`config.mk`:
```
export PLATFORM = sky130hd
export DESIGN_NAME = tdc_hit_encoder
export DESIGN_NICKNAME = d
export VERILOG_FILES = /design/src/rtl/tdc_hit_encoder_pkg.sv /design/src/rtl/tdc_ts_fifo.sv /design/src/rtl/tdc_hit_encoder.sv
export SDC_FILE = /design/constraint.sdc
export NUM_CORES = 1
export LEC_CHECK = 0
export CORE_MARGIN = 2
export CORE_UTILIZATION = 59
export CTS_CLUSTER_DIAMETER = 50
export DETAILED_ROUTE_END_ITERATION = 8
export PLACE_DENSITY_LB_ADDON = 0.15
export SYNTH_ARGS = -nofsm -noshare
export SYNTH_HDL_FRONTEND = slang
export SYNTH_SLANG_ARGS = --single-unit
```
`constraint.sdc`:
```
create_clock -name clk -period 3.5 [get_ports clk]
set_clock_uncertainty 0.15 [all_clocks]
set_input_delay 0.525 -clock clk [delete_from_list [all_inputs] [get_ports clk]]
set_output_delay 0.525 -clock clk [all_outputs]
set_load 0.005 [all_outputs]
```
`src/rtl/tdc_hit_encoder_pkg.sv`:
```
// tdc_hit_encoder_pkg
//   Constants, the timestamp record and the fine-code priority encoder that
//   are shared by the TDC hit encoder and its timestamp FIFO.
//   Timestamp word layout (LSB first): fine[FINE_W-1:0], coarse[coarse_w-1:0], err.
package tdc_hit_encoder_pkg;

   localparam int FINE_W       = 5;   // binary fine code width
   localparam int SNAP_W       = 32;  // fine-time snapshot width
   localparam int COARSE_MAX_W = 24;  // widest supported coarse counter

   // Field offsets inside a packed timestamp word.
   localparam int TS_FINE_LSB   = 0;
   localparam int TS_COARSE_LSB = FINE_W;

   function automatic int ts_err_bit(input int coarse_w);
      return FINE_W + coarse_w;
   endfunction

   // Coarse is carried at maximum width; the top keeps only COARSE_W bits.
   typedef struct packed {
      logic                    err;
      logic [COARSE_MAX_W-1:0] coarse;
      logic [FINE_W-1:0]       fine;
   } ts_t;

   // Index of the highest set bit; 0 for an all-zero snapshot (the caller
   // flags that case separately as an error).
   function automatic logic [FINE_W-1:0] prio_enc(input logic [SNAP_W-1:0] v);
      logic [FINE_W-1:0] idx;
      idx = '0;
      for (int i = 0; i < SNAP_W; i++) begin
         if (v[i]) idx = FINE_W'(i);
      end
      return idx;
   endfunction

endpackage

```
`src/rtl/tdc_ts_fifo.sv`:
```
// tdc_ts_fifo
//   Synchronous timestamp FIFO. A push while full is still accepted when the
//   head is popped in the same cycle; otherwise the push is reported on drop_o.
//   Ports:
//     clk, rst_n   clock, asynchronous active-low reset
//     push_i       write request, wdata_i its data
//     ready_i      consumer accepts head (pop = valid_o & ready_i)
//     valid_o      head valid; rdata_o head data (zero while empty)
//     level_o      entries held
//     drop_o       push rejected this cycle (full, no pop)
module tdc_ts_fifo #(
   parameter int W     = 22,
   parameter int DEPTH = 8
) (
   input  logic                       clk,
   input  logic                       rst_n,
   input  logic                       push_i,
   input  logic [W-1:0]               wdata_i,
   input  logic                       ready_i,
   output logic                       valid_o,
   output logic [W-1:0]               rdata_o,
   output logic [$clog2(DEPTH):0]     level_o,
   output logic                       drop_o
);

   localparam int AW = $clog2(DEPTH);
   localparam int LW = AW + 1;

   logic [W-1:0]  mem_q [DEPTH];
   logic [AW-1:0] wr_ptr_q, wr_ptr_d;
   logic [AW-1:0] rd_ptr_q, rd_ptr_d;
   logic [LW-1:0] level_q, level_d;
   logic          full, empty, pop, wr_en;

   assign full  = (level_q == LW'(DEPTH));
   assign empty = (level_q == '0);
   assign pop   = ~empty & ready_i;
   // A pop frees the head slot in the same cycle, so a full FIFO can still take a write.
   assign wr_en  = push_i & (~full | pop);
   assign drop_o = push_i & full & ~pop;

   always_comb begin
      wr_ptr_d = wr_ptr_q;
      rd_ptr_d = rd_ptr_q;
      level_d  = level_q;
      // DEPTH is a power of two, so pointers wrap by natural overflow.
      if (wr_en) wr_ptr_d = wr_ptr_q + AW'(1);
      if (pop)   rd_ptr_d = rd_ptr_q + AW'(1);
      case ({wr_en, pop})
         2'b10:   level_d = level_q + LW'(1);
         2'b01:   level_d = level_q - LW'(1);
         default: level_d = level_q;
      endcase
   end

   always_ff @(posedge clk or negedge rst_n) begin
      if (!rst_n) begin
         wr_ptr_q <= '0;
         rd_ptr_q <= '0;
         level_q  <= '0;
      end else begin
         wr_ptr_q <= wr_ptr_d;
         rd_ptr_q <= rd_ptr_d;
         level_q  <= level_d;
      end
   end

   // Storage needs no reset: the read side is gated by the level.
   always_ff @(posedge clk) begin
      if (wr_en) mem_q[wr_ptr_q] <= wdata_i;
   end

   assign valid_o = ~empty;
   assign rdata_o = empty ? '0 : mem_q[rd_ptr_q];
   assign level_o = level_q;

endmodule

```
`src/rtl/tdc_hit_encoder.sv`:
```
// tdc_hit_encoder
//   Turns 32-bit fine-time snapshots into {err, coarse, fine} timestamps and
//   queues them for readout. Three stages: capture, encode, store.
//   Ports:
//     clk, rst_n      system clock, asynchronous active-low reset
//     enable          runs the coarse counter and accepts hits
//     hit_valid       one-cycle strobe qualifying thermo
//     thermo          fine-time snapshot
//     ts_valid/ts_ready/ts_data   timestamp readout
//     fifo_level      entries held in the FIFO
//     overflow        sticky, a timestamp was dropped
//     drop_count      dropped timestamps, saturating at 255
//     clr_overflow    clears overflow and drop_count
//
// Readout handshake: ts_data carries the head entry whenever ts_valid=1; the
// head is removed at the clock edge where ts_valid & ts_ready are both high,
// and ts_data is held unchanged while ts_valid=1 and ts_ready=0. ts_ready may
// depend on ts_valid; ts_valid never depends on ts_ready.
module tdc_hit_encoder
   import tdc_hit_encoder_pkg::*;
#(
   parameter int COARSE_W   = 16,
   parameter int FIFO_DEPTH = 8
) (
   input  logic                           clk,
   input  logic                           rst_n,
   input  logic                           enable,
   input  logic                           hit_valid,
   input  logic [SNAP_W-1:0]              thermo,
   output logic                           ts_valid,
   input  logic                           ts_ready,
   output logic [COARSE_W+FINE_W:0]       ts_data,
   output logic [$clog2(FIFO_DEPTH):0]    fifo_level,
   output logic                           overflow,
   output logic [7:0]                     drop_count,
   input  logic                           clr_overflow
);

   localparam int TS_W = COARSE_W + FINE_W + 1;

   logic [COARSE_W-1:0] coarse_q, coarse_d;
   logic                s1_vld_q, s1_vld_d;
   logic [SNAP_W-1:0]   s1_thermo_q, s1_thermo_d;
   logic [COARSE_W-1:0] s1_coarse_q, s1_coarse_d;
   logic                s2_vld_q, s2_vld_d;
   ts_t                 s2_q, s2_d;
   logic                overflow_q, overflow_d;
   logic [7:0]          drop_cnt_q, drop_cnt_d;
   logic                fifo_drop;
   logic [TS_W-1:0]     ts_word;

   always_comb begin
      coarse_d    = enable ? coarse_q + COARSE_W'(1) : coarse_q;

      // Capture the coarse count of the hit cycle itself, not of the write cycle.
      s1_vld_d    = hit_valid & enable;
      s1_thermo_d = s1_vld_d ? thermo : s1_thermo_q;
      s1_coarse_d = s1_vld_d ? coarse_q : s1_coarse_q;

      s2_vld_d    = s1_vld_q;
      s2_d        = s2_q;
      if (s1_vld_q) begin
         s2_d.err    = ~|s1_thermo_q;
         s2_d.coarse = COARSE_MAX_W'(s1_coarse_q);
         s2_d.fine   = prio_enc(s1_thermo_q);
      end

      // Clear applies first so that a drop in the same cycle still shows up.
      overflow_d = clr_overflow ? 1'b0 : overflow_q;
      drop_cnt_d = clr_overflow ? 8'd0 : drop_cnt_q;
      if (fifo_drop) begin
         overflow_d = 1'b1;
         if (drop_cnt_d != 8'hFF) drop_cnt_d = drop_cnt_d + 8'd1;
      end
   end

   always_ff @(posedge clk or negedge rst_n) begin
      if (!rst_n) begin
         coarse_q    <= '0;
         s1_vld_q    <= 1'b0;
         s1_thermo_q <= '0;
         s1_coarse_q <= '0;
         s2_vld_q    <= 1'b0;
         s2_q        <= '0;
         overflow_q  <= 1'b0;
         drop_cnt_q  <= '0;
      end else begin
         coarse_q    <= coarse_d;
         s1_vld_q    <= s1_vld_d;
         s1_thermo_q <= s1_thermo_d;
         s1_coarse_q <= s1_coarse_d;
         s2_vld_q    <= s2_vld_d;
         s2_q        <= s2_d;
         overflow_q  <= overflow_d;
         drop_cnt_q  <= drop_cnt_d;
      end
   end

   assign ts_word = {s2_q.err, s2_q.coarse[COARSE_W-1:0], s2_q.fine};

   // Coarse bits above COARSE_W are always zero and never leave the block.
   if (COARSE_W < COARSE_MAX_W) begin : g_coarse_hi
      logic unused_coarse_hi;
      assign unused_coarse_hi = ^s2_q.coarse[COARSE_MAX_W-1:COARSE_W];
   end

   tdc_ts_fifo #(
      .W     (TS_W),
      .DEPTH (FIFO_DEPTH)
   ) u_fifo (
      .clk     (clk),
      .rst_n   (rst_n),
      .push_i  (s2_vld_q),
      .wdata_i (ts_word),
      .ready_i (ts_ready),
      .valid_o (ts_valid),
      .rdata_o (ts_data),
      .level_o (fifo_level),
      .drop_o  (fifo_drop)
   );

   assign overflow   = overflow_q;
   assign drop_count = drop_cnt_q;

endmodule

```
==> summary.txt <==
Detailed routing
  • Post-DR wirelength/cell: 20.73 microns
  • DRT Wirelength: roughly 21 mm
  • Via Count: approximately 6000
  • Residual DRC: 0
  • Post-DR vias/cell: approximately 5.9
  • Antenna-violating nets left: 0
  • 1st-pass router iterations: 4
  • DRT iter0 DRCs: between 300 and 400

Critical path
  • Startpoint Class: register
  • Endpoint class of the critical path: primary output
  • Reg2reg path depth: 11
  • CP arrival: about 2600 ps
  • Crit-path slowest cell: dfrtp_4
  • Worst Setup SP: u_fifo.rd_ptr_q[0]$_DFFE_PN0P_
  • Crit-path max cell delay: 610 ps
  • Crit path kind: reg2out
  • CP max FO: 18
  • Worst endpoint required time: ~2800 ps
  • R2r startpoint: u_fifo.level_o[0]$_DFFE_PN0P_
  • CP Cell Sequence: buf_12 -> mux4_2 -> mux2i_1 -> nor2_1 -> clkdlybuf4s50_1

Yosys
  • Flops & latches, synth: ~280
  • Fraction of registers with async set/reset: 0.3781
  • Gate Count Post-Synth: 666
  • Syn_nets: 712
  • Ys Warns: 0
  • Post-Syn Area: 11310 sq um
  • Post-synth EDFFs: about 180
  • Synth Flop Type: edfxtp_1
  • Synthesized area per cell: 16.99 sq um
  • Synth unique cells: 44
  • Seq/Total Area, Yosys: 0.7039

Final layout
  • Final #Nets: approximately 820
  • P&R area growth vs syn: 19.43%
  • Leading cell type in the layout, fill and taps excluded: edfxtp_1
  • Inserted Diodes: 0
  • Fillers: between 1000 and 1500
  • Commonest non-fill, non-tap cells in the layout: 176 x edfxtp_1, 106 x dfrtp_1, 72 x clkdlybuf4s50_1, 61 x mux2_2, 44 x mux4_2
  • Share of layout cells above drive strength 1: 0.2450

Pwr
  • Worst vdd ir: around 550 uV
  • Static leakage: a little over 5 nW
  • P per Cell Area: 743.5 nW/um^2

Global routing
  • GRT overflow: 0
  • Initial antenna violation count: 0
  • Total GRT Usage: 0.2206
  • First-pass GRT wire length: 34.13 mm
  • Number of global-route vias before repair: between 6000 and 7000
  • Pin count of the biggest net entering global routing: 52

Floorplan
  • Die Footprint: 20300 sq um
  • Row count: 50
  • Starting Density: 0.6027
  • Core Area: about 19000 sq um
  • # IOs: between 70 and 80
  • Die height: 142.5 microns
  • Die width: approximately 140 microns

Min path
  • Worst Hold Launch: coarse_q[15]$_DFFE_PN0P_
  • Hold depth: 1
  • Hold Path Class: reg2reg

STA
  • RSZ-0062 raised after global routing: no
  • Fin crit period: 3287 ps
  • Final Cycle Share: 0.9390
  • Worst Hold Slack: ~330 ps
  • Worst slew pin tran: ~660 ps
  • Final Hold Viols: 0
  • Fin. max-slew vios: 0
  • TNS Setup: 0 ps
  • Fmax: 0.3043 GHz
  • Slew HR: 0.5567
  • Final setup violation count: 0

Clock tree
  • H-tree Lvls: 1
  • CTS Buf Count: 30
  • Clock Sinks: about 280
  • Clock Latency Late Sink: about 540 ps
  • Clk pin slew, worst setup/hold paths: 60 ps
  • CTS root buffer: clkbuf_16
  • Post-CTS Setup Bufs: 0
  • Clk buf depth: 3
  • CTS tree: yes

Placed design
  • Hpwl dp: ~14 mm
  • Port buffer count: 73
  • RePlAce Congestion: approximately 0.83

Run status
  • Status: complete, no violations

Job
  • MaxCap Viol Count: 0
==> critical path: cells and delay by family (launching register included) <==
kind / cells / cell delay [ps]
buf+inv: 2 / 690
simple gates: 1 / 60
mux: 2 / 700
flops: 1 / 610
==> synth_stat cells (2+ instances only) <==
library cell / n / area, sq um
mux2_2: 61 / 686.9
inv_1: 16 / 60.06
mux2i_1: 24 / 240.2
nand2_1: 33 / 123.9
and3_1: 5 / 31.28
buf_2: 10 / 50.05
ha_1: 7 / 87.58
edfxtp_1: 176 / 5285
nor2_1: 49 / 183.9
clkbuf_1: 10 / 37.54
o31ai_1: 2 / 15.01
o21ai_0: 12 / 60.06
a2111oi_0: 3 / 26.28
nor4_2: 2 / 25.02
buf_1: 5 / 18.77
o211ai_1: 2 / 15.01
xor2_1: 7 / 61.31
nor2b_1: 6 / 37.54
nand3_1: 10 / 50.05
xnor2_1: 18 / 157.7
nand2b_1: 6 / 37.54
dfrtp_1: 107 / 2678
mux4_2: 44 / 991.0
nand4_1: 6 / 37.54
nor3_1: 8 / 40.04
nand3b_1: 2 / 15.01
a21oi_1: 10 / 50.05
nor4_1: 7 / 43.79
o21a_1: 3 / 22.52
==> registers in the layout, summed over array words and instances, names as in the netlist <==
| signal | cells |
|---|---|
| u_fifo.mem_q | 176 |
| u_fifo.wr_ptr_q | 3 |
| u_fifo.level_o | 4 |
| s2_vld_q | 1 |
| s1_thermo_q | 32 |
| u_fifo.rd_ptr_q | 3 |
| drop_count | 8 |
| overflow | 1 |
| s1_vld_q | 1 |
| s2_q | 22 |
| coarse_q | 16 |
| s1_coarse_q | 16 |
==> stage by stage <==
step	setup WS, ps	std cells	power [mW]	cell area (sq um)	util
2_1_floorplan	459.4	666	5.905	11310	-
3_3_place_gp	621.4	973	6.959	12510	0.6668
3_5_place_dp	546.4	973	7.071	12510	0.6668
4_1_cts	42.86	1030	10.15	13510	0.7197
5_1_grt	73.93	1030	10.54	13510	0.7199
6_report	213.5	1030	10.04	13510	0.7199
==> layer usage <==
metal  track usage  wire (microns)  vias up
met1        0.2965            8917     3082
met4       0.05576             303        0
met3       0.03432            1198       32
li1              -               -     2755
met5             0               0        -
met2        0.3831           10930      167
==> cell type report <==
| type | instances | area (sq um) | share of cell area |
|---|---|---|---|
| Sequential cell | 283 | 7966 | 0.5896 |
| Clock inverter | 20 | 188.9 | 0.01398 |
| Tap cell | 234 | 292.8 | 0.02167 |
| Timing Repair Buffer | 99 | 988.4 | 0.07316 |
| Clock buffer | 36 | 794.5 | 0.05881 |
| Inverter | 16 | 60.06 | 0.004445 |
| Multi-Input combinational cell | 342 | 3219 | 0.2383 |
==> where the power goes <==
part / switching (mW) / total (mW) / leakage (nW) / internal (mW)
registers: 0.423 / 4.47 / 2.91 / 4.05
clock network: 1.24 / 3.08 / 0.476 / 1.84
logic: 1.06 / 2.49 / 1.66 / 1.44
total: 2.72 / 10.0 / 5.05 / 7.32
==> repair_timing <==
| action | in CTS | in global routing |
|---|---|---|
| endpoints found under the setup margin | 0 | 14 |
| endpoints found under the hold margin | 49 | 0 |
| hold buffers | 1 | 0 |
| resized for setup | 0 | 1 |
==> final timing paths <==
path / slack, ps / end
setup / recovery: 210 / ts_data[13]
hold / removal: 330 / coarse_q[15]$_DFFE_PN0P_
setup reg to reg: 960 / u_fifo.level_o[3]$_DFFE_PN0P_
hold reg to reg: 330 / coarse_q[15]$_DFFE_PN0P_
max in group asynchronous: 2040 / s2_q[8]$_DFFE_PN0P_
min in group asynchronous: 410 / drop_count[1]$_DFF_PN0_
==> cell families (layout without fill, tap and decap cells) <==
| group | count (synthesis) | after routing | synth area share |
|---|---|---|---|
| xor+xnor | 25 | 25 | 0.01936 |
| compound gates | 40 | 40 | 0.02268 |
| simple gates | 140 | 140 | 0.06028 |
| buf+inv | 41 | 171 | 0.01471 |
| mux | 129 | 129 | 0.1696 |
| fa+ha+maj | 8 | 8 | 0.009512 |
| flops | 283 | 283 | 0.7039 |
Note: power is estimated with default switching activity, not from simulation.
